`config.mk`:
```
export PLATFORM = sky130hd
export DESIGN_NAME = ball_motion_flat
export DESIGN_NICKNAME = d
export VERILOG_FILES = /design/src/rtl/ball_if.sv /design/src/rtl/ball_motion.sv /design/src/flat_wrapper.sv
export SDC_FILE = /design/constraint.sdc
export NUM_CORES = 1
export LEC_CHECK = 0
export CORE_UTILIZATION = 30
export CTS_CLUSTER_DIAMETER = 40
export DETAILED_ROUTE_END_ITERATION = 6
export PLACE_DENSITY = 0.54
export SLEW_MARGIN = 20
export SYNTH_ARGS = -nofsm -noshare
export SYNTH_HDL_FRONTEND = slang
export SYNTH_SLANG_ARGS = --single-unit
```
`constraint.sdc`:
```
create_clock -name clk -period 4.6 [get_ports clk]
set_clock_uncertainty 0.2 [all_clocks]
set_input_delay 1.38 -clock clk [delete_from_list [all_inputs] [get_ports clk]]
set_output_delay 1.38 -clock clk [all_outputs]
set_load 0.02 [all_outputs]
```
`src/rtl/ball_if.sv`:
```
// Handshake bundle between the frame sequencer and the ball position generator.
// The master issues move/enable; the slave returns the committed position and status.
interface ball_if #(
    parameter int h_bits = 10,
    parameter int v_bits = 10
);
    logic              ball_en;
    logic              move;
    logic [h_bits-1:0] h_pos;
    logic [v_bits-1:0] v_pos;
    logic              busy;
    logic [3:0]        hit_wall;

    modport master (
        output ball_en,
        output move,
        input  h_pos,
        input  v_pos,
        input  busy,
        input  hit_wall
    );

    modport slave (
        input  ball_en,
        input  move,
        output h_pos,
        output v_pos,
        output busy,
        output hit_wall
    );
endinterface

```
`src/rtl/ball_motion.sv`:
```
// Bouncing-ball centre generator: one step per move strobe, reflecting off the edges.
// X and Y are computed in separate cycles and published together in a single commit.
module ball_motion #(
    parameter int width       = 1024,
    parameter int height      = 768,
    parameter int ball_radius = 16,
    parameter int init_x      = 512,
    parameter int init_y      = 384,
    parameter int step_x      = 2,
    parameter int step_y      = 2
) (
    input logic   clk,
    input logic   reset,
    ball_if.slave bus
);
    localparam int XW = $clog2(width);
    localparam int YW = $clog2(height);

    typedef logic [XW-1:0] h_t;
    typedef logic [YW-1:0] v_t;
    typedef logic [XW:0]   xw_t;
    typedef logic [YW:0]   yw_t;

    localparam xw_t X_LO = xw_t'(ball_radius);
    localparam xw_t X_HI = xw_t'(width - 1 - ball_radius);
    localparam xw_t X_ST = xw_t'(step_x);
    localparam yw_t Y_LO = yw_t'(ball_radius);
    localparam yw_t Y_HI = yw_t'(height - 1 - ball_radius);
    localparam yw_t Y_ST = yw_t'(step_y);

    typedef enum logic [1:0] {IDLE, CALC_X, CALC_Y, COMMIT} state_t;

    state_t     state;
    logic       busy_q;
    h_t         h_q;
    v_t         v_q;
    logic       dir_x;
    logic       dir_y;
    h_t         nx;
    v_t         ny;
    logic       ndir_x;
    logic       ndir_y;
    logic [1:0] hx;
    logic [1:0] hy;
    logic [3:0] hit_q;

    xw_t        px, x_up, x_dn, x_next;
    logic       x_dir;
    logic [1:0] x_hit;
    yw_t        py, y_up, y_dn, y_next;
    logic       y_dir;
    logic [1:0] y_hit;

    assign px   = xw_t'(h_q);
    assign x_up = px + X_ST;
    assign x_dn = px - X_ST;
    assign py   = yw_t'(v_q);
    assign y_up = py + Y_ST;
    assign y_dn = py - Y_ST;

    // dir=1 moves toward hi; hit bits are {hi_side, lo_side}
    always_comb begin
        x_next = px;
        x_dir  = dir_x;
        x_hit  = 2'b00;
        if (dir_x) begin
            if (x_up >= X_HI) begin
                x_next = X_HI;
                x_dir  = 1'b0;
                x_hit  = 2'b10;
            end else if (x_up < X_LO) begin
                x_next = X_LO;
            end else begin
                x_next = x_up;
            end
        end else begin
            if (px <= X_LO + X_ST) begin
                x_next = X_LO;
                x_dir  = 1'b1;
                x_hit  = 2'b01;
            end else if (x_dn > X_HI) begin
                x_next = X_HI;
            end else begin
                x_next = x_dn;
            end
        end
    end

    always_comb begin
        y_next = py;
        y_dir  = dir_y;
        y_hit  = 2'b00;
        if (dir_y) begin
            if (y_up >= Y_HI) begin
                y_next = Y_HI;
                y_dir  = 1'b0;
                y_hit  = 2'b10;
            end else if (y_up < Y_LO) begin
                y_next = Y_LO;
            end else begin
                y_next = y_up;
            end
        end else begin
            if (py <= Y_LO + Y_ST) begin
                y_next = Y_LO;
                y_dir  = 1'b1;
                y_hit  = 2'b01;
            end else if (y_dn > Y_HI) begin
                y_next = Y_HI;
            end else begin
                y_next = y_dn;
            end
        end
    end

    always_ff @(posedge clk or posedge reset) begin
        if (reset) begin
            state  <= IDLE;
            busy_q <= 1'b0;
            h_q    <= h_t'(init_x);
            v_q    <= v_t'(init_y);
            dir_x  <= 1'b1;
            dir_y  <= 1'b1;
            nx     <= '0;
            ny     <= '0;
            ndir_x <= 1'b1;
            ndir_y <= 1'b1;
            hx     <= 2'b00;
            hy     <= 2'b00;
            hit_q  <= 4'b0000;
        end else begin
            hit_q <= 4'b0000;
            unique case (state)
                IDLE: begin
                    if (bus.move && bus.ball_en) begin
                        state  <= CALC_X;
                        busy_q <= 1'b1;
                    end
                end
                CALC_X: begin
                    nx     <= x_next[XW-1:0];
                    ndir_x <= x_dir;
                    hx     <= x_hit;
                    state  <= CALC_Y;
                end
                CALC_Y: begin
                    ny     <= y_next[YW-1:0];
                    ndir_y <= y_dir;
                    hy     <= y_hit;
                    state  <= COMMIT;
                end
                COMMIT: begin
                    h_q    <= nx;
                    v_q    <= ny;
                    dir_x  <= ndir_x;
                    dir_y  <= ndir_y;
                    hit_q  <= {hy, hx};
                    state  <= IDLE;
                    busy_q <= 1'b0;
                end
                default: begin
                    state  <= IDLE;
                    busy_q <= 1'b0;
                end
            endcase
        end
    end

    assign bus.h_pos    = h_q;
    assign bus.v_pos    = v_q;
    assign bus.busy     = busy_q;
    assign bus.hit_wall = hit_q;
endmodule

```
`src/flat_wrapper.sv`:
```
// flat-port wrapper written by rule: the top's interface ports become plain ports
module ball_motion_flat 
#(
    parameter int width       = 1024,
    parameter int height      = 768,
    parameter int ball_radius = 16,
    parameter int init_x      = 512,
    parameter int init_y      = 384,
    parameter int step_x      = 2,
    parameter int step_y      = 2
)
  (clk, reset, bus_ball_en, bus_move, bus_h_pos, bus_v_pos, bus_busy, bus_hit_wall);
  ball_if #(.h_bits(10), .v_bits(10)) bus_i ();
  input logic clk;
  input logic reset;
  input wire logic [$bits(bus_i.ball_en)-1:0] bus_ball_en;
  input wire logic [$bits(bus_i.move)-1:0] bus_move;
  output wire logic [$bits(bus_i.h_pos)-1:0] bus_h_pos;
  output wire logic [$bits(bus_i.v_pos)-1:0] bus_v_pos;
  output wire logic [$bits(bus_i.busy)-1:0] bus_busy;
  output wire logic [$bits(bus_i.hit_wall)-1:0] bus_hit_wall;
  assign bus_i.ball_en = bus_ball_en;
  assign bus_i.move = bus_move;
  assign bus_h_pos = bus_i.h_pos;
  assign bus_v_pos = bus_i.v_pos;
  assign bus_busy = bus_i.busy;
  assign bus_hit_wall = bus_i.hit_wall;
  ball_motion #(.width(width), .height(height), .ball_radius(ball_radius), .init_x(init_x), .init_y(init_y), .step_x(step_x), .step_y(step_y)) u_core (.clk(clk), .reset(reset), .bus(bus_i));
endmodule
```
After elaboration in Yosys (flattened, before gate mapping):

Index checks and enable logic that the tools add are counted.

* word-level logic and storage cells: 60
* input bits: 4
* register bits: 55
* output and inout bits: 25

* equality and inequality tests: 4
* $add $sub $neg: 4
* mux-type cells: 27
* reductions and logical operators: 4
* magnitude comparators: 8

Operators by type and width (number)
* $mux W10: 10
* $add A10 B2 Y11 const B: 2
* $ge A11 B10 Y1 const B: 2
* $gt A11 B10 Y1 const B: 2
* $lt A11 B5 Y1 const B: 2
* $sub A10 B2 Y11 const B: 2
* $le A10 B5 Y1 const B: 2
* $mux W2: 5
* $mux W1: 9
* $pmux W2 S4: 1
* $eq A2 B2 Y1 const B: 2
* $mux W4: 1
* $eq A2 B1 Y1 const B: 1
* $logic_not A2 Y1: 1
* $ne A2 B1 Y1 const B: 1
* $pmux W1 S2: 1
* $reduce_and A2 Y1: 1
* $reduce_bool A2 Y1: 1
* $logic_and A1 B1 Y1: 1

Longest topological paths before layout:

Gate-level depths: netlist of run 1.

* word-level depth: 5
* gate-level depth with buffers: 11
* gate-level depth less buffers: 9

Least setup slack after synthesis of run 1:

No wires, ideal clock.

* path kind: reg-to-reg
* from: reg u_core.v_q[1] (netlist: u_core.bus.v_pos[1])
* to: reg u_core.ny[0]
* data required time: 4.274 ns
* buffers on the path: 1
* setup time: 0.126 ns
* setup slack: 1.691 ns
* cell stages (with the launch flop): 11
* clock period less this slack: 2.909 ns
* arrival: 2.583 ns
* path through: dfrtp_1 > clkbuf_1 > inv_1 > ha_1 > or4b_1 > nor2_1 > nor4b_1 > o211ai_1 > nand2_4 > o2111a_1 > a221o_1

* cells in the longest elaborated chain, start to end: 5
* elaborated cells between the ends (all ways): 11
* classes of those cells: add/sub: 2; order compare: 4; mux: 5

Ends and longest elaborated chain
* start, declared: line ball_motion.sv:36 `v_t v_q;`
* start signal, assigned: line ball_motion.sv:121 `v_q <= v_t'(init_y);`
* start signal, assigned: line ball_motion.sv:154 `v_q <= ny;`
* $sub A10 B2 Y11 / $add A10 B2 Y11 (equally long branches): line ball_motion.sv:59, ball_motion.sv:58
* $gt A11 B10 Y1 / $lt A11 B5 Y1 (equally long branches): line ball_motion.sv:108, ball_motion.sv:98
* $mux W10, on equally long branches: line ball_motion.sv:108, ball_motion.sv:98
* $mux W10, on equally long branches: line ball_motion.sv:104, ball_motion.sv:94
* $mux W10 (*): line ball_motion.sv:93 `if (dir_y) begin`
* end signal, assigned: line ball_motion.sv:147 `ny <= y_next[YW-1:0];`
* end, declared: line ball_motion.sv:40 `v_t ny;`

Every way passes the cells marked *; elsewhere a longest branch is shown, timed or not.
A chain may end at the register's enable or synchronous reset.

Final worst setup path of run 1:

* from: reg u_core.v_q[3] (netlist: u_core.bus.v_pos[3])
* to: out bus_v_pos[3]

RTL lines
* end, declared: line flat_wrapper.sv:19 `output wire logic [$bits(bus_i.v_pos)-1:0] bus_v_pos;`

No word-level cell between the ends.

==> flow_summary.toml, run 1 <==
[status]
status = "finished with violations"
violations = "DRC"

[global_route]
antenna_found_initial = 0
grt_max_degree = 39
busiest_layer = "met2"
gr-usage-met1 = 0.195
grt_use_met3 = 0.0196
grt_pass1_vias = 2942
grt_first_pass_wirelength_um = 14900
gr-usage-met2 = 0.243
track_usage = 0.145
overflow = 0

[critical_path]
cpPeakStageDelay_ns = 0.72
rrSetupSlack_ns = 1.39
path_cells = "clkdlybuf4s50_1"
cp_top_family = "flip-flops"
critPathBufInv = 1
cp.arrival_ns = 1.72
cp_slowest_cell = "dfrtp_1"
cp.required_ns = 3.02
startpoint_type = "flop"
path_class = "reg -> out"
critPathMaxFanout = 19
end_kind = "output port"

[cts]
cts_resized = 0
cts-hold-fix-buffers = 0
worstSkewPairLatency_ns = 0.29
clkTransAtPathRegs_ns = 0.07
htree_levels = 2
clockBufferDepth = 2
cts_made_buffers = 5
cts-root-buf = "clkbuf_16"
cts.sink_count = 55
cts_tree = "built"
cts_setup_buffers = 0

[finish]
layout-drive-gt1-share = 0.0981
synthToLayoutAreaGrowth_pct = 14.3
final_nets = 433
final_area_mm2 = 0.00413
postLayoutCoreUtil = 0.357
n_antenna_cell = 0

[detailed_routing]
via_per_inst = 5.49
drtIter0Drc = 156
avgRoutedWirePerCell_um = 15.6
drt-pass1-iter-count = 7
wirelength_um = 8730
vias = 3079
antenna_left = 0
drc = 1

[timing]
period_minus_slack_ns = 3.30
worst_pin_slew_ns = 0.879
relSlewSlack = 0.413
period_share = 0.718
drv_slew = 0
setup_tns_ns = 0
rsz0062_at_grt = "no"
setup_violations = 0
max_freq_mhz = 303
hold-worst-slack_ns = 0.281
finalHoldViolCount = 0

[die]
die_area_mm2 = 0.0125
initial_core_util = 0.313
die-height_um = 112
rows = 39
io-pin-count = 29
die_w_um = 112
core_area_mm2 = 0.0116

[run]
maxCapViolCount = 0

[place]
dpl_cell_area_mm2 = 0.00397
post-dp-hpwl_um = 6260
gp_congestion = 0.905
io_buffers = 28

[synthesis]
synthAdderAreaFrac = 0.0381
avgSynthCellArea_um2 = 8.82
synth_top_family_by_area = "compound AO/OA/AOI/OAI gates"
synth-xor-area-share = 0.0412
synth-edff-count = 0
ys.flop_type = "dfrtp_1"
syn_area_mm2 = 0.00361
muxShareOfSynthArea = 0.0436
synth_seq_area_share = 0.383
synth-simple-area-share = 0.206
synth_cell_types = 69
syn-instance-count = 410
synth_seq_cells = 55
synth_warnings = 0
postSynth.asyncResetShare = 1.00
syn_nets = 425
synth_compound_area_frac = 0.227

[min_path]
hold_class = "reg -> reg"

[pwr]
power.leakage_nw = 1.63
p_per_area_mw_per_mm2 = 691
p_total_mw = 2.86
irDropWorstVdd_uv = 210
==> per-stage QoR <==
step | setup WS (ns) | std cells
after detailed placement | 1.41 | 554
after CTS | 1.28 | 561
after global placement | 1.47 | 554
final | 1.30 | 561
after global routing | 1.17 | 561
after floorplan | 1.69 | 410
==> layout by cell type (no fill, tap or decap), types with 4 or more instances in the layout <==
master / netlist / layout
xor2_1: 5 / 5
inv_1: 27 / 26
clkbuf_16: 0 / 5
nand4_1: 8 / 8
nand3_1: 10 / 10
mux2_2: 14 / 14
dfrtp_1: 48 / 48
nor3_1: 9 / 9
or2_2: 5 / 5
xnor2_1: 12 / 12
o2bb2ai_1: 7 / 7
a21o_1: 7 / 7
o211ai_1: 6 / 6
nor2b_1: 4 / 4
nand2_1: 32 / 32
a21oi_1: 16 / 16
and2_1: 11 / 11
o21ai_0: 32 / 32
dfstp_2: 7 / 7
nor2_1: 33 / 33
clkdlybuf4s50_1: 0 / 28
ha_1: 11 / 11
a211oi_1: 4 / 4
==> Yosys cell counts (3+ instances only) <==
cell,count,area share
dfrtp_1,48,0.33
nor2_1,33,0.034
nand2_1,32,0.033
o21ai_0,32,0.044
inv_1,27,0.028
clkbuf_1,25,0.026
a21oi_1,16,0.022
mux2_2,14,0.044
xnor2_1,12,0.029
and2_1,11,0.019
ha_1,11,0.038
nand3_1,10,0.014
nor3_1,9,0.012
nand4_1,8,0.014
a21o_1,7,0.015
dfstp_2,7,0.051
o2bb2ai_1,7,0.017
o211ai_1,6,0.012
or2_2,5,0.0087
xor2_1,5,0.012
a211oi_1,4,0.0083
nor2b_1,4,0.0069
a31oi_1,3,0.0052
nand4b_1,3,0.0073
nor4b_1,3,0.0073
o21a_1,3,0.0062
o21bai_1,3,0.0062
o31a_1,3,0.0073
o31ai_1,3,0.0062
o32ai_1,3,0.0073
==> state kept, by name (all words and copies together) (netlist names) <==
name / cells
u_core.hx: 2
u_core.nx: 10
u_core.bus.hit_wall: 4
u_core.state: 2
u_core.dir_y: 1
u_core.bus.busy: 1
u_core.ndir_x: 1
u_core.hy: 2
u_core.bus.h_pos: 10
u_core.ny: 10
u_core.dir_x: 1
u_core.ndir_y: 1
u_core.bus.v_pos: 10
==> cell families (layout without fill, tap and decap cells) <==
group,Yosys count,in the layout
flops,55,55
buf+inv,56,64
mux,14,14
compound gates,117,117
fa+ha+maj,11,11
xor+xnor,17,17
simple gates,140,140
==> power breakdown <==
part           leakage, nW  total (mW)  switching [mW]  internal [mW]
clock network       0.0769       0.412           0.158          0.254
logic                0.868        1.45           0.805          0.645
registers            0.684       0.994           0.307          0.687
total                 1.63        2.86            1.27           1.59
==> layer usage <==
metal,part of all wire,wire [µm]
met5,0,0
met4,0.011,93
met3,0.035,308
met2,0.48,4180
met1,0.48,4150
==> final cells by class <==
type / count / area [µm²]
clock buffer: 6 / 129
clock inverter: 1 / 30.0
fill: 1178 / 7430
inverter: 27 / 101
multi-input combinational: 299 / 2010
sequential: 55 / 1390
tap: 143 / 179
timing repair buffer: 30 / 295
==> final timing paths <==
path                                                  from                        to  cells past startpoint
max                        u_core.bus.v_pos[3]$_DFFE_PP0P_              bus_v_pos[3]                      1
max reg2reg                u_core.bus.v_pos[1]$_DFFE_PP0P_  u_core.ny[4]$_DFFE_PP0P_                      8
min reg2reg                       u_core.nx[8]$_DFFE_PP0N_  u_core.nx[8]$_DFFE_PP0N_                      1
min                               u_core.nx[8]$_DFFE_PP0N_  u_core.nx[8]$_DFFE_PP0N_                      1
min in group asynchronous                            reset  u_core.hy[0]$_DFFE_PP0P_                      2
max in group asynchronous                            reset  u_core.dir_x$_DFFE_PP1P_                      3
Note: power is estimated with default switching activity, not from simulation.
==> run 2, diff against run 1 <==
- PLACE_DENSITY: 0.54 -> 0.55
- clock period: 4.6 -> 2.65 ns (I/O delays scaled with it)
==> run 2 against run 1 <==
Against the previous run: clock power grew 72%; the run ends with DRC, setup timing left; critical path type is now reg -> reg; core utilization up 4.7 points; via count grew 7.8%; flip-flop and latch count did not move; count of clock-buffer cells in the layout down 1; global-route usage up 2.1 points; combinational power is 130% higher; first-iteration DRC count up 42%.
==> flow_summary.toml, run 2 (synthesis results as in run 1) <==
[global_route]
busiest_layer = "met2"
grt_first_pass_wirelength_um = 16700
gr-usage-met2 = 0.280
grt_max_degree = 28
antenna_found_initial = 0
track_usage = 0.166
grt_pass1_vias = 3344
overflow = 0
grt_use_met3 = 0.0234
gr-usage-met1 = 0.216

[cts]
cts.sink_count = 55
worstSkewPairLatency_ns = 0.30
cts_tree = "built"
clkTransAtPathRegs_ns = 0.09
cts-root-buf = "clkbuf_16"
clockBufferDepth = 2
cts_made_buffers = 5
htree_levels = 2
cts-hold-fix-buffers = 0

[timing]
max_freq_mhz = 367
period_share = 1.03
worst_pin_slew_ns = 0.484
relSlewSlack = 0.673
rsz0062_at_grt = "yes"
setup_slack_ns = -0.0758
setup_tns_ns = -0.349
finalHoldViolCount = 0
period_minus_slack_ns = 2.73
setup_violations = 6
drv_slew = 0

[finish]
layout_commonest_cell = "buf_4"
final_area_mm2 = 0.00467
postLayoutCoreUtil = 0.404
layout-drive-gt1-share = 0.253
final_cell_mix = "buf_4 (53), dfrtp_1 (41), nand2_1 (32)"
n_antenna_cell = 0
synthToLayoutAreaGrowth_pct = 29.2
final_nets = 488
num-fill-cells = 1169

[critical_path]
critPathMaxFanout = 5
end_kind = "flop"
cpPeakStageDelay_ns = 0.49
path_cells = "inv_2 > ha_4 > or4b_4 > buf_6 > nor2_4 > nor3_4 > a311oi_4 > nand2_4 > o2111a_1 > a221o_1"
cp.required_ns = 2.64
r2r.worst_path.cells = 10
startpoint_type = "flop"
cp_slowest_cell = "or4b_4"
r2r_start = "u_core.bus.v_pos[1]$_DFFE_PP0P_"
regToRegEndpoint = "u_core.ny[1]$_DFFE_PP0P_"
cp.arrival_ns = 2.72
rrSetupSlack_ns = -0.08
path_class = "reg -> reg"

[die]
die_w_um = 112
initial_core_util = 0.313
rows = 39
die_area_mm2 = 0.0125
io-pin-count = 29
core_area_mm2 = 0.0116
die-height_um = 112

[pwr]
power.leakage_nw = 1.93
irDropWorstVdd_uv = 492
p_total_mw = 5.68
p_per_area_mw_per_mm2 = 1220

[min_path]
hold_path_end = "u_core.hx[0]$_DFFE_PP0N_"
whs_path_depth = 1
hold_class = "reg -> reg"
hp-start = "u_core.hx[0]$_DFFE_PP0N_"

[place]
gp_congestion = 0.891
io_buffers = 28
dpl_cell_area_mm2 = 0.00439
preCtsSetupSlack_ns = -0.0400
post-dp-hpwl_um = 7290

[detailed_routing]
via_per_inst = 5.38
drc = 3
antenna_left = 0
wirelength_um = 9940
drt-pass1-iter-count = 7
drtIter0Drc = 222
avgRoutedWirePerCell_um = 16.1
vias = 3319

[status]
violations = "DRC, setup timing"
status = "finished with violations"

[run]
maxCapViolCount = 0
run 2: how the worst max path moves through the flow:
stage | startpoint | cells after the start | end
after floorplan | u_core.bus.h_pos[1]$_DFFE_PP0P_ | 9 | u_core.nx[0]$_DFFE_PP0N_
after global placement | u_core.bus.v_pos[4]$_DFFE_PP0P_ | 6 | u_core.ny[0]$_DFFE_PP0P_
after detailed placement | u_core.bus.v_pos[4]$_DFFE_PP0P_ | 6 | u_core.ny[1]$_DFFE_PP0P_
after CTS | u_core.bus.v_pos[4]$_DFFE_PP0P_ | 2 | bus_v_pos[4]
after global routing | u_core.bus.v_pos[1]$_DFFE_PP0P_ | 11 | u_core.ny[7]$_DFFE_PP0P_
final | u_core.bus.v_pos[1]$_DFFE_PP0P_ | 10 | u_core.ny[1]$_DFFE_PP0P_
run 2: metrics by stage:
step	hold WS (ns)	std cells
final	0.278	617
after global routing	0.305	617
after CTS	0.283	607
after detailed placement	0.265	599
after global placement	0.263	599
after floorplan	0.244	410
run 2: area by class of cell:
| cell class | instances | area (µm²) | share of cell area |
|---|---|---|---|
| Multi-Input combinational cell | 299 | 2100 | 0.451 |
| Sequential cell | 55 | 1390 | 0.298 |
| Timing Repair Buffer | 85 | 733 | 0.157 |
| Tap cell | 143 | 179 | 0.0383 |
| Clock buffer | 5 | 125 | 0.0268 |
| Inverter | 27 | 106 | 0.0228 |
| Clock inverter | 3 | 28.8 | 0.00616 |
run 2: metal layers:
layer	part of all wire	wire length [µm]
met1	0.46	4600
met2	0.48	4780
met3	0.035	347
met4	0.022	222
met5	0	0
run 2: critical path: cells and delay by family (launching register included):
family          cells  cell delay [ns]
compound gates      3             0.83
simple gates        4             0.78
flops               1             0.44
buf+inv             2             0.24
fa+ha+maj           1             0.12
run 2: power by group:
part	total (mW)	switching [mW]	internal [mW]
combinational	3.39	1.79	1.60
sequential	1.58	0.377	1.21
clock	0.709	0.347	0.362
run 2: what timing repair did:
action,in CTS,in global routing
buffers inserted,0,10
endpoints found under the setup margin,5,14
resized for setup,2,16
pin swaps,1,13
